===== config.mk =====
export PLATFORM = sky130hd
export DESIGN_NAME = layer_mixer
export DESIGN_NICKNAME = d
export VERILOG_FILES = /design/src/rtl/game_pkg.sv /design/src/rtl/layer_priority.sv /design/src/rtl/layer_mixer.sv
export SDC_FILE = /design/constraint.sdc
export NUM_CORES = 1
export LEC_CHECK = 0
export CAP_MARGIN = 20
export CORE_ASPECT_RATIO = 1.5
export CORE_MARGIN = 4
export CORE_UTILIZATION = 39
export CTS_BUF_LIST = sky130_fd_sc_hd__clkbuf_8
export CTS_CLUSTER_SIZE = 20
export DETAILED_ROUTE_END_ITERATION = 10
export PLACE_DENSITY_LB_ADDON = 0.08
export REMOVE_ABC_BUFFERS = 1
export SLEW_MARGIN = 20
export SYNTH_ARGS = -nofsm -noshare
export SYNTH_HDL_FRONTEND = slang
export SYNTH_SLANG_ARGS = --single-unit

===== constraint.sdc =====
create_clock -name clock -period 1.55 [get_ports clock]
set_clock_uncertainty 0.1 [all_clocks]
set_input_delay 0.2325 -clock clock [delete_from_list [all_inputs] [get_ports clock]]
set_output_delay 0.2325 -clock clock [all_outputs]
set_load 0.05 [all_outputs]

===== src/rtl/game_pkg.sv =====
// Shared definitions for the display pipeline.
// color_t packs one 25-bit layer word: {R[24:17], G[16:9], B[8:1], valid[0]}.
package game_pkg;

  localparam int unsigned COLOR_W   = 25;
  localparam int unsigned R_MSB     = 24;
  localparam int unsigned G_MSB     = 16;
  localparam int unsigned B_MSB     = 8;
  localparam int unsigned VALID_BIT = 0;

  typedef struct packed {
    logic [7:0] r;
    logic [7:0] g;
    logic [7:0] b;
    logic       valid;
  } color_t;

endpackage


===== src/rtl/layer_priority.sv =====
// Combinational fixed-priority layer select (layer 0 wins).
// Ports:
//   layer_color  in   LAYERS packed color_t words, layer i at [25i+24:25i]
//   layer_en     in   per-layer enable mask
//   winner       out  lowest-index active layer word (all zero if none)
//   active       out  per-layer active mask (valid & enable)
//   any_active   out  at least one layer active
//   multi_active out  two or more layers active
module layer_priority
  import game_pkg::*;
#(
  parameter int unsigned LAYERS = 4
) (
  input  logic [LAYERS*COLOR_W-1:0] layer_color,
  input  logic [LAYERS-1:0]         layer_en,
  output color_t                    winner,
  output logic [LAYERS-1:0]         active,
  output logic                      any_active,
  output logic                      multi_active
);

  always_comb begin
    winner       = '0;
    active       = '0;
    any_active   = 1'b0;
    multi_active = 1'b0;
    for (int i = 0; i < LAYERS; i++) begin
      active[i] = layer_color[i*COLOR_W + VALID_BIT] & layer_en[i];
      if (active[i]) begin
        if (any_active) begin
          multi_active = 1'b1;
        end else begin
          winner = color_t'(layer_color[i*COLOR_W +: COLOR_W]);
        end
        any_active = 1'b1;
      end
    end
  end

endmodule


===== src/rtl/layer_mixer.sv =====
// Pixel compositor: merges LAYERS colour streams by fixed priority over a
// checkerboard background, delays syncs to match the 2-stage colour pipeline,
// and publishes per-frame layer collision flags on each vsync falling edge.
// Optional build macro LAYER_MIXER_SCROLL_EN: background drifts one pixel per
// frame via a scroll counter that advances on frame_done.
// Ports:
//   clock, reset (async active-low)
//   display_col/display_row/visible/hsync/vsync  timing generator inputs
//   layer_color, layer_en                        layer words and enable mask
//   VGA_R/G/B, VGA_HS, VGA_VS, VGA_BLANK_N       DAC outputs (2-cycle latency)
//   collision, frame_done                        per-frame overlap flags + pulse
module layer_mixer
  import game_pkg::*;
#(
  parameter int unsigned LAYERS     = 4,
  parameter int unsigned COL_W      = 12,
  parameter int unsigned ROW_W      = 11,
  parameter int unsigned TILE_SHIFT = 7,
  parameter logic [7:0]  BG_LEVEL   = 8'h1F
) (
  input  logic                      clock,
  input  logic                      reset,
  input  logic [COL_W-1:0]          display_col,
  input  logic [ROW_W-1:0]          display_row,
  input  logic                      visible,
  input  logic                      hsync,
  input  logic                      vsync,
  input  logic [LAYERS*COLOR_W-1:0] layer_color,
  input  logic [LAYERS-1:0]         layer_en,
  output logic [7:0]                VGA_R,
  output logic [7:0]                VGA_G,
  output logic [7:0]                VGA_B,
  output logic                      VGA_HS,
  output logic                      VGA_VS,
  output logic                      VGA_BLANK_N,
  output logic [LAYERS-1:0]         collision,
  output logic                      frame_done
);

  color_t              winner;
  logic [LAYERS-1:0]   active;
  logic                any_active;
  logic                multi_active;

  layer_priority #(
    .LAYERS(LAYERS)
  ) u_layer_priority (
    .layer_color (layer_color),
    .layer_en    (layer_en),
    .winner      (winner),
    .active      (active),
    .any_active  (any_active),
    .multi_active(multi_active)
  );

  // Background column, optionally scrolled.
  logic [COL_W-1:0] colx;

`ifdef LAYER_MIXER_SCROLL_EN
  logic [COL_W-1:0] scroll_q;

  always_ff @(posedge clock or negedge reset) begin
    if (!reset) begin
      scroll_q <= '0;
    end else if (frame_done) begin
      scroll_q <= scroll_q + COL_W'(1);
    end
  end

  assign colx = display_col + scroll_q;
`else
  assign colx = display_col;
`endif

  logic bg_lit;
  assign bg_lit = display_row[TILE_SHIFT] ^ colx[TILE_SHIFT];

  // Stage 1: selected colour plus a flag saying "show lit background tile".
  logic [23:0] rgb_d, rgb_q;
  logic        bg_d, bg_q;

  always_comb begin
    rgb_d = '0;
    bg_d  = 1'b0;
    if (visible) begin
      if (any_active) begin
        rgb_d = {winner.r, winner.g, winner.b};
      end else begin
        bg_d = bg_lit;
      end
    end
  end

  logic hs_s1_q, vs_s1_q, blank_s1_q;

  always_ff @(posedge clock or negedge reset) begin
    if (!reset) begin
      rgb_q       <= '0;
      bg_q        <= 1'b0;
      hs_s1_q     <= 1'b1;
      vs_s1_q     <= 1'b1;
      blank_s1_q  <= 1'b0;
      VGA_R       <= '0;
      VGA_G       <= '0;
      VGA_B       <= '0;
      VGA_HS      <= 1'b1;
      VGA_VS      <= 1'b1;
      VGA_BLANK_N <= 1'b0;
    end else begin
      rgb_q       <= rgb_d;
      bg_q        <= bg_d;
      hs_s1_q     <= hsync;
      vs_s1_q     <= vsync;
      blank_s1_q  <= hsync & vsync;
      VGA_R       <= bg_q ? BG_LEVEL : rgb_q[23:16];
      VGA_G       <= bg_q ? BG_LEVEL : rgb_q[15:8];
      VGA_B       <= bg_q ? BG_LEVEL : rgb_q[7:0];
      VGA_HS      <= hs_s1_q;
      VGA_VS      <= vs_s1_q;
      VGA_BLANK_N <= blank_s1_q;
    end
  end

  // Collision accumulator; the edge cycle's contribution closes the old frame.
  logic              vsync_q;
  logic              vs_fall;
  logic [LAYERS-1:0] contrib;
  logic [LAYERS-1:0] acc_q, acc_d;
  logic [LAYERS-1:0] collision_d;

  assign vs_fall = vsync_q & ~vsync;
  assign contrib = (visible && multi_active) ? active : '0;

  always_comb begin
    acc_d       = acc_q | contrib;
    collision_d = collision;
    if (vs_fall) begin
      collision_d = acc_q | contrib;
      acc_d       = '0;
    end
  end

  always_ff @(posedge clock or negedge reset) begin
    if (!reset) begin
      vsync_q    <= 1'b1;
      acc_q      <= '0;
      collision  <= '0;
      frame_done <= 1'b0;
    end else begin
      vsync_q    <= vsync;
      acc_q      <= acc_d;
      collision  <= collision_d;
      frame_done <= vs_fall;
    end
  end

endmodule


==> results.json <==
{
  "worst-r2r-setup-slack_ns": 0.29,
  "main_combinational_cell_family_by_area_after_synthesis": "compound AO/OA/AOI/OAI gates",
  "slew-limit-headroom_pct": 54.79,
  "wirelength_mm": 9.157,
  "p_leak_nw": 2.239,
  "arrival_time_at_the_worst_endpoint_ns": 1.53,
  "worst_r2r_startpoint": "bg_q",
  "cts-buffers-inserted": 9,
  "place.port_buffers": 142,
  "synth-adder-area-share_pct": 0,
  "hold-path-endpoint": "rgb_q[15]",
  "critPathBufInv": 3,
  "gp_congestion": 0.8185,
  "run_status": "complete, no violations",
  "critical_path.top_delay_family": "buffers and inverters",
  "pin_count": 164,
  "critical_path.startpoint_type": "input pin",
  "area_growth_pct": 74.32,
  "worst-endpoint-required_ns": 1.68,
  "post_synth.cell_area_avg_um2": 10.55,
  "fin_hold_ws_ns": 0.1709,
  "routed_via_density": 5.232,
  "total_power_mw": 4.668,
  "fp.dieArea_um2": 8797,
  "cells_traversed_along_the_worst_timing_path": "clkdlybuf4s50_1, a222oi_1, buf_4, buf_12, nand4_1, o31ai_1",
  "critical_path_peak_fanout": 15,
  "nNetsFinal": 553,
  "synthTopCellsByCount": "60 x dfrtp_1, 28 x o21ai_0, 27 x clkbuf_1",
  "postLayoutCoreUtil_pct": 69.45,
  "timing.hold.worst.start": "visible",
  "source_to_sink_clock_delay_at_the_later_pin_of_the_worst_skew_pair_ns": 0.34,
  "finish.instance_area_um2": 4986,
  "power_density_nw_per_um2": 936.2,
  "synthTopCellsByArea": "dfrtp_1 52%, a211oi_1 6.3%, o31ai_1 6.3%, and3_1 5.2%, nand4_1 5.2%",
  "clock_tree.root_cell": "clkbuf_8",
  "post-cts-setup-buffers": 0,
  "globalRouteOverflowTotal": 0,
  "coreArea_um2": 7179,
  "synth_flop_cell": "dfrtp_1",
  "achievable-frequency_ghz": 0.7182,
  "synth-edff-count": 0,
  "worstSetupEndpointType": "flip-flop",
  "detailed_route_drc_error_count": 0,
  "antennaDiodeCount": 0,
  "synth-compound-area-share_pct": 20.30,
  "timing.hold.worst_path_depth": 3,
  "post_synth_mux_area_share_pct": 0,
  "cts-root-to-sink-buffers": 2,
  "timing.critical_path.slowest_stage_cell": "clkdlybuf4s50_1",
  "cts_htree_levels": 3,
  "xor_xnor_cell_area_share_of_the_yosys_netlist_pct": 0.3062,
  "synth_top_cell_area_share_pct": 52.49,
  "synth_warnings": 0,
  "grt_max_degree": 65,
  "yosysTopAreaCell": "dfrtp_1",
  "yosysMostFrequentCell": "dfrtp_1",
  "drt-pass1-iter-count": 4,
  "row_count": 38,
  "first_global_vias": 2916,
  "synth_simple_gate_area_share_pct": 18.99,
  "synth.ff_latch_count": 64,
  "synthCells": 271,
  "initial_core_util_pct": 39.84,
  "period_share_pct": 89.83,
  "numClockSinks": 64,
  "post_route_cells_drive_above_1_share_pct": 23.24,
  "grt_first_pass_wirelength_mm": 14.57,
  "final.min_clock_period_ns": 1.392,
  "placed_cells_incl_taps": 509,
  "drtAntennaViolNets": 0,
  "max_cap_viol_count": 0,
  "die_height_um": 112.9,
  "finalSetupViolCount": 0,
  "slew_violations": 0,
  "share_of_synthesized_registers_carrying_an_async_set_or_reset_pct": 100.0,
  "postPlaceCellArea_um2": 4770,
  "groute.usage.overall_pct": 21.48,
  "finish.cell_count_without_fillers": 526,
  "min_path_type": "in2reg",
  "initial_antenna_violation_count": 0,
  "routed-via-count": 2752,
  "max_stage_delay_ns": 0.42,
  "rr_endpoint": "VGA_G[4]",
  "clock_tree_from_tritoncts": "yes",
  "unrepaired_setup_endpoints_after_global_routing": "false",
  "ys_types": 23,
  "drt_iter0_drc": 214,
  "worst_pin_slew_ns": 0.6782,
  "ff2ff_path_depth": 1,
  "synth_seq_area_share_pct": 56.17,
  "peakVddDrop_mv": 0.6485,
  "final-hold-violation-count": 0,
  "kind_of_critical_path": "in2reg",
  "dp_hpwl_mm": 6.932,
  "netlist_area_um2": 2860,
  "die_w_um": 77.93,
  "worstSetupPathDepth": 6,
  "cts.reportedPaths.clkPinSlew_ns": 0.07,
  "wl_per_cell_um": 17.41
}
power breakdown:
part / internal [mW] / switching (mW) / leakage, nW
Combinational: 0.713 / 0.645 / 1.31
Sequential: 1.82 / 0.0824 / 0.832
Clock: 0.741 / 0.667 / 0.0952
Total: 3.27 / 1.39 / 2.24
per-layer routing:
| layer | vias up | wire (um) | track usage (%) | part of all wire, % |
|---|---|---|---|---|
| met5 | - | 0 | 0 | 0 |
| met4 | 0 | 155 | 7.351 | 1.7 |
| met3 | 13 | 614 | 7.166 | 6.7 |
| met2 | 98 | 4991 | 38.62 | 55 |
| met1 | 1326 | 3395 | 23.44 | 37 |
| li1 | 1315 | - | - | - |
sequential cells by signal (all words and copies together), names as in the netlist:
name / flops
frame_done: 1
VGA_HS: 1
VGA_G: 8
VGA_R: 8
VGA_B: 8
VGA_VS: 1
bg_q: 1
collision: 4
VGA_BLANK_N: 1
hs_s1_q: 1
acc_q: 4
rgb_q: 24
blank_s1_q: 1
vsync_q: 1
cell usage in the layout (no fill, tap or decap), types with 6 or more instances in the layout:
cell type and count:
o31ai_1 24, buf_12 30, a211oi_1 24, o21ai_0 28, buf_4 28, clkbuf_8 9, and3_1 24, nor2b_1 9
dfrtp_1 60, clkdlybuf4s50_1 104, or2_2 15, nand4_1 24, nand2_1 6
repair_timing:
action / in CTS / in global routing
hold endpoints to repair: 60 / 0
setup endpoints to repair: 0 / 22
resized for setup: 0 / 4
hold buffers: 1 / 0
final cells by class:
type	count	area (um^2)
Sequential cell	64	1607
Fill cell	558	2193
Inverter	1	3.754
Timing Repair Buffer	169	1922
Clock buffer	9	123.9
Multi-Input combinational cell	176	1132
Tap cell	100	125.1
Clock inverter	7	72.57
per-stage QoR:
stage / TNS (ns) / setup slack, ns
floorplan: -58.82 / -2.296
global placement: -7.463 / -0.2793
detailed placement: -7.971 / -0.3134
CTS: 0 / 0.06021
global route: 0 / 0.08195
finish: 0 / 0.1576
tightest hold or removal path, delay by kind of cell:
family,cells,cell delay (ns)
AO/OA/AOI/OAI,1,0.07
buffers and inverters,1,0.17
AND/OR/NAND/NOR,1,0.09
kinds of logic after synthesis:
group,count (synthesis)
and+or+nand+nor,91
AOI/OAI and AO/OA,84
DFF,64
buffers and inverters,31
xor gates and xnor gates,1
worst max path at each step:
| stage | end | from | slack [ns] |
|---|---|---|---|
| 3_5_place_dp | rgb_q[8] | layer_color[25] | -0.31 |
| 5_1_grt | rgb_q[8] | layer_color[50] | 0.08 |
| 6_report | rgb_q[8] | layer_color[50] | 0.16 |
| 4_1_cts | rgb_q[8] | layer_color[25] | 0.06 |
| 3_3_place_gp | rgb_q[12] | layer_color[25] | -0.28 |
| 2_1_floorplan | collision[3] | layer_en[0] | -2.30 |
Power figures use the tool's default switching activity.
